`src/rtl/max_pool_stream_pkg.sv`:
```
// Shared definitions for the conv2d / max-pool streaming datapath:
// default lane geometry and the pooling window state encoding.
package max_pool_stream_pkg;

    localparam int NUM_FILTERS_DEF = 32;
    localparam int DATA_WIDTH_DEF  = 16;
    localparam int LANE_W          = DATA_WIDTH_DEF;

    typedef enum logic {
        EMPTY = 1'b0,
        ACCUM = 1'b1
    } pool_state_e;

    function automatic int lane_lsb(input int f, input int w);
        return f * w;
    endfunction

endpackage

```
`src/rtl/max_pool_stream_max_lane.sv`:
```
// Unsigned two-input maximum for one activation lane.
module max_lane #(
    parameter int DATA_WIDTH = 16
) (
    input  logic [DATA_WIDTH-1:0] a_i,
    input  logic [DATA_WIDTH-1:0] b_i,
    output logic [DATA_WIDTH-1:0] max_o
);

    assign max_o = (a_i >= b_i) ? a_i : b_i;

endmodule

```
`src/rtl/max_pool_stream.sv`:
```
// Streaming 1-D max pool over conv2d output columns, stride = window.
// Single registered output stage with pass-through ready.
module max_pool_stream
    import max_pool_stream_pkg::*;
#(
    parameter int NUM_FILTERS = NUM_FILTERS_DEF,
    parameter int DATA_WIDTH  = DATA_WIDTH_DEF,
    parameter int POOL_SIZE   = 2
) (
    input  logic                            clk,
    input  logic                            rst,
    input  logic [NUM_FILTERS*DATA_WIDTH-1:0] in_data,
    input  logic                            in_valid,
    input  logic                            in_last,
    output logic                            in_ready,
    output logic [NUM_FILTERS*DATA_WIDTH-1:0] out_data,
    output logic                            out_valid,
    output logic                            out_last,
    input  logic                            out_ready,
    output logic [15:0]                     frames_done
);

    localparam int W  = NUM_FILTERS * DATA_WIDTH;
    localparam int CW = $clog2(POOL_SIZE);
    localparam logic [CW-1:0] CNT_LAST = CW'(POOL_SIZE - 1);

    pool_state_e   state_q;
    logic [CW-1:0] cnt_q;
    logic [W-1:0]  acc_q;
    logic [W-1:0]  out_data_q;
    logic          out_valid_q;
    logic          out_last_q;
    logic [15:0]   frames_q;

    logic          accept;
    logic          closing;
    logic [W-1:0]  max_d;

    assign in_ready = !out_valid_q || out_ready;
    assign accept   = in_valid && in_ready;
    // cnt_q is zero in EMPTY, so a lone beat only closes on in_last
    assign closing  = accept && (in_last || cnt_q == CNT_LAST);

    for (genvar f = 0; f < NUM_FILTERS; f++) begin : g_lane
        localparam int LSB = lane_lsb(f, DATA_WIDTH);
        logic [DATA_WIDTH-1:0] base;

        assign base = (state_q == ACCUM) ? acc_q[LSB +: DATA_WIDTH]
                                         : in_data[LSB +: DATA_WIDTH];

        max_lane #(.DATA_WIDTH(DATA_WIDTH)) u_max (
            .a_i  (base),
            .b_i  (in_data[LSB +: DATA_WIDTH]),
            .max_o(max_d[LSB +: DATA_WIDTH])
        );
    end

    always_ff @(posedge clk or posedge rst) begin
        if (rst) begin
            state_q     <= EMPTY;
            cnt_q       <= '0;
            acc_q       <= '0;
            out_data_q  <= '0;
            out_valid_q <= 1'b0;
            out_last_q  <= 1'b0;
            frames_q    <= '0;
        end else begin
            if (out_valid_q && out_ready) begin
                out_valid_q <= 1'b0;
                if (out_last_q) frames_q <= frames_q + 16'd1;
            end
            if (closing) begin
                out_data_q  <= max_d;
                out_last_q  <= in_last;
                out_valid_q <= 1'b1;
                cnt_q       <= '0;
                state_q     <= EMPTY;
            end else if (accept) begin
                acc_q   <= max_d;
                cnt_q   <= cnt_q + CW'(1);
                state_q <= ACCUM;
            end
        end
    end

    assign out_data    = out_data_q;
    assign out_valid   = out_valid_q;
    assign out_last    = out_last_q;
    assign frames_done = frames_q;

endmodule

```
`config.mk`:
```
export PLATFORM = sky130hd
export DESIGN_NAME = max_pool_stream
export DESIGN_NICKNAME = d
export VERILOG_FILES = /design/src/rtl/max_pool_stream_pkg.sv /design/src/rtl/max_pool_stream_max_lane.sv /design/src/rtl/max_pool_stream.sv
export SDC_FILE = /design/constraint.sdc
export NUM_CORES = 2
export LEC_CHECK = 0
export ABC_AREA = 1
export BUFFER_PORTS_ARGS = -buffer_cell sky130_fd_sc_hd__buf_2
export CORE_AREA = 2 2 409 411
export CTS_CLUSTER_DIAMETER = 40
export DETAILED_ROUTE_END_ITERATION = 8
export DIE_AREA = 0 0 411 413
export SYNTH_ARGS = -nofsm -noshare
export SYNTH_HDL_FRONTEND = slang
export SYNTH_SLANG_ARGS = --single-unit
```
`constraint.sdc`:
```
create_clock -name clk -period 79.6 [get_ports clk]
set_input_delay 3.98 -clock clk [delete_from_list [all_inputs] [get_ports clk]]
set_output_delay 3.98 -clock clk [all_outputs]
set_load 0.1 [all_outputs]
```
-- Word-level counts from Yosys, hierarchy flattened
Cells that the tools add are included.
- add/sub/neg operators: 2
- magnitude comparators: 32
- multiplexer cells: 70
- bitwise operators: 1
- reductions and logical operators: 10
- operators by type and width (operator ; number):
    $mux 16 ; 64
    $ge 16x16->1 ; 32
    $add 16x1->16 const B ; 1
    $mux 1 ; 6
    $reduce_and 2->1 ; 2
    $reduce_bool 2->1 ; 2
    $logic_and 1x1->1 ; 3
    $logic_or 1x1->1 ; 2
    $add 1x1->1 const B ; 1
    $logic_not 1->1 ; 1
    $not 1->1 ; 1
- register bits after elaboration: 1044
- input port bits: 517
- output and inout bits: 531
- word-level logic and storage cells: 122

-- Depth between registers and ports, before layout
- word-level depth: 6
- depth in mapped cells: 20
- depth with buffers taken out: 16

-- Hierarchy
Synthesis repeated with hierarchy kept, for this count alone.
- cells, all modules: 9491
- area, all modules: 67053.1 µm²
- by module, submodules not included (module ; times used ; cells each ; area an instance (µm²) ; sequential area each (µm²)):
    max_pool_stream ; 1 ; 5651 ; 44911.8 ; 26125.1
    max_lane ; 32 ; 120 ; 691.9 ; 0.0

-- Worst setup path after synthesis
No wires, ideal clock.
- path type: input-to-output
- start: input port out_ready
- end: output port in_ready
- arrival time: 4.421 ns
- required time: 75.620 ns
- setup slack: 71.199 ns
- stages on the path: 2
- buffers on the path: 0
- cells stage by stage: inv_1 nand2_2
- longest elaborated chain between the ends: 1
- ends and longest elaborated chain (what ; line ; text):
    start: declaration ; max_pool_stream.sv:19 ; input logic out_ready,
    $logic_or 1x1->1 ; max_pool_stream.sv:39 ; assign in_ready = !out_valid_q || out_ready;
    end: declaration ; max_pool_stream.sv:15 ; output logic in_ready,
Every way passes these cells.

-- Worst setup path after layout
- start: input port out_ready
- end: register acc_q[335]
- longest elaborated chain between the ends: 5
- ends and longest elaborated chain (what ; line ; text):
    $logic_or 1x1->1 * ; max_pool_stream.sv:39 ;
    $logic_and 1x1->1 * ; max_pool_stream.sv:40 ; assign accept = in_valid && in_ready;
    $logic_and 1x1->1 ; max_pool_stream.sv:42 ; assign closing = accept && (in_last || cnt_q == CNT_LAST);
    $not 1->1 (no line) ; n/a ;
    $reduce_and 2->1 (no line) * ; n/a ;
    end signal: assignment ; max_pool_stream.sv:79 ; acc_q <= max_d;
    end: declaration ; max_pool_stream.sv:29 ; logic [W-1:0] acc_q;
Mark *: on every way between the ends. The rest lies on a longest branch, timed or not.
A chain may end at the register's enable or synchronous reset.

==> results_dict.tcl <==
set metrics [dict create \
    drv_cap 0 \
    grt_overflow 0 \
    cts_tree "yes" \
    synthFlopType "dfrtp_1" \
    end_kind "register" \
    worst_pin_slew_ps 1180 \
    outcome "completed" \
    p_sw_mw 2.05 \
    nets 11300 \
    final_layout_size_suffix_gt1_frac 0.189 \
    arrival_ps 9640 \
    power.internal_mw 1.76 \
    finalCritPeriodShare 0.112 \
    p_comb_frac 0.529 \
    p_total_mw 3.80 \
    antenna_found_initial 120 \
    avgRoutedWirePerCell_um 18.9 \
    syn_area_mm2 0.0673 \
    seq_area_frac_synth 0.388 \
    path_cells "buf_2, inv_1, nand2_2, nand2_4, a21oi_4, buf_4, nor2_4, buf_4, buf_4, buf_4, buf_4, buf_4, nand3_1, nand2_1" \
    clk_pin_slew_ps 50 \
    via_per_inst 5.22 \
    finalSetupTns_ps 0 \
    critPathLaunch "out_ready" \
    cp-start-kind "input port" \
    crit_path_frequent_cell "buf_4" \
    gp_congestion 0.912 \
    initial_core_util 0.406 \
    yosysUniqueCellTypes 32 \
    synth-edff-count 0 \
    clock_power_share 0.233 \
    hold_start "acc_q[455]" \
    cts_sinks 1044 \
    fp.dieW_um 411 \
    postCtsSetupBuffers 0 \
    post_cts_resized 0 \
    whs_ps 467 \
    relSlewSlack 0.216 \
    coreArea_mm2 0.166 \
    topRoutingLayerUsed "met5" \
    row_count 150 \
    power-per-cell-area_mw_per_mm2 47.1 \
    io_pins 1048 \
    numPortBuffers 1047 \
    crit_slowest_cell "buf_4" \
    ant_nets 0 \
    htree_levels 4 \
    wl_met2_um 109000 \
    drtIter0Drc 5086 \
    grt_max_degree 209 \
    synth.net_count 10400 \
    async_flop_share 1.00 \
    setup_viol 0 \
    min_period_ps 8880 \
    clk_latency_ps 850 \
    cts-root-buf "clkbuf_16" \
    die_h_um 413 \
    grt_usage 0.276 \
    first_global_vias 64200 \
    num_vias 66400 \
    drc 0 \
    worstSetupPathType "input port to register" \
    worst_path_largest_cell_delay_ps 910 \
    ys_ff_latch 1044 \
    numCtsBuffers 199 \
    skew_ps 37.0 \
    min-delay-path-class "register to register" \
    ir_drop_uv 53.2 \
    dr.pass1.iters 7 \
    wl_met1_um 97900 \
    r2r_setup_slack_ps 73540 \
    synth.avg_cell_area_um2 7.17 \
    routed_wl_um 241000 \
    cts_hold_buf 0 \
    grt_first_pass_wirelength_um 368000 \
    power_frac_seq 0.238 \
    final-hold-violation-count 0 \
    worstPathRequired_ps 80360 \
    die-area_mm2 0.170 \
    areaGrowthSynthToFinish_pct 19.9 \
    leakage_nw 45.5 \
    placed_area_mm2 0.0735 \
    slew_viol_final 0 \
    timing.fmax_mhz 113 \
    final_area_mm2 0.0807 \
    r2r_start "state_q" \
    post-place-ws_ps 69950 \
    critical_path_peak_fanout 74 \
    dp_hpwl_um 165000 \
    dr_wl_met3_um 21500 \
    swShare 0.538 \
    netlist_instances 9395 \
    yosysWarnings 0 \
    rsz0062_at_grt "false" \
    clockBufferDepth 3 \
    worst_slack_ps 70720 \
]
cells in the final DEF, fill, tap and decap left out, types with 8 or more instances in the layout:
cell type,instances
inv_8,8
buf_12,8
or2_0,31
clkinv_2,17
clkinvlp_4,34
a21oi_1,223
a21oi_2,32
or2_2,449
clkinv_4,13
clkbuf_8,22
nor2_1,139
dfrtp_1,1043
nand2_1,3181
nand3_1,1541
buf_2,1047
inv_6,21
clkbuf_16,202
bufinv_16,24
nor4_1,32
buf_4,49
inv_1,1134
ha_1,513
diode_2,82
nand2_2,32
o21ai_0,518
o21ai_1,60
clkbuf_1,25
final timing paths:
path	cells past startpoint	endpoint
max	14	acc_q[335]
min	2	acc_q[455]
max reg2reg	18	out_data[12]
min reg2reg	2	acc_q[455]
max in group asynchronous	6	acc_q[2]
min in group asynchronous	2	acc_q[404]
cell families (layout without fill, tap and decap cells):
logic type	Yosys count	after routing	share of synthesized area
and+or+nand+nor	5417	5417	0.351
buffers and inverters	1573	2613	0.0994
DFF	1044	1044	0.388
AOI/OAI and AO/OA	836	836	0.0642
adders and majority gates	513	513	0.0953
xor gates and xnor gates	12	12	0.00156
other	0	82	0
area by class of cell:
cell class                 count  area [um^2]
clock buffer                 249         5450
clock inverter               122         1590
multi-input combinational   6778        34500
tap                         2204         2760
antenna                       82          205
timing repair buffer        1104         5770
inverter                    1138         4300
sequential                  1044        26100
fill                       16500        85200
routing by layer:
layer  vias up  global-route usage
met3       558              0.0795
met5         -                   0
met2      2265               0.437
li1      32000                   -
met4        74               0.146
met1     31500               0.341
flip-flops by register name, summed over array words and instances (netlist names):
register and cells:
frames_done 16, cnt_q 1, state_q 1, out_valid 1, acc_q 512, out_data 512
out_last 1
metrics by stage:
step,std cells,utilization
detailed placement,12300,0.443
floorplan,9395,-
finish,12700,0.486
global placement,12300,0.443
CTS,12600,0.485
global route,12700,0.486
power by group through the flow:
stage / clock network [mW] / logic, mW / registers [mW]
floorplan: 0 / 0.760 / 1.73
global placement: 0 / 1.98 / 0.901
detailed placement: 0 / 2.00 / 0.906
CTS: 0.902 / 2.01 / 0.903
global route: 0.928 / 2.17 / 0.929
finish: 0.887 / 2.01 / 0.905
cell usage after synthesis (all sizes together), types with 2 or more instances:
master	n	area share
a21oi	256	0.021
and2	2	0.00019
buf	321	0.030
clkbuf	114	0.0064
dfrtp	1044	0.39
ha	513	0.095
inv	1138	0.063
nand2	3214	0.18
nand3	1541	0.11
nand4	4	0.00037
nor2	140	0.0079
nor3	3	0.00022
nor4	32	0.0030
o21ai	578	0.043
or2	480	0.045
xnor2	7	0.00091
xor2	5	0.00065
worst max-delay path, delay by kind of cell:
family                 cells  cell delay [ps]
AO/OA/AOI/OAI              1               30
buffers and inverters      8             4650
AND/OR/NAND/NOR            5              720
No activity file was read; power rests on OpenSTA's default activity.
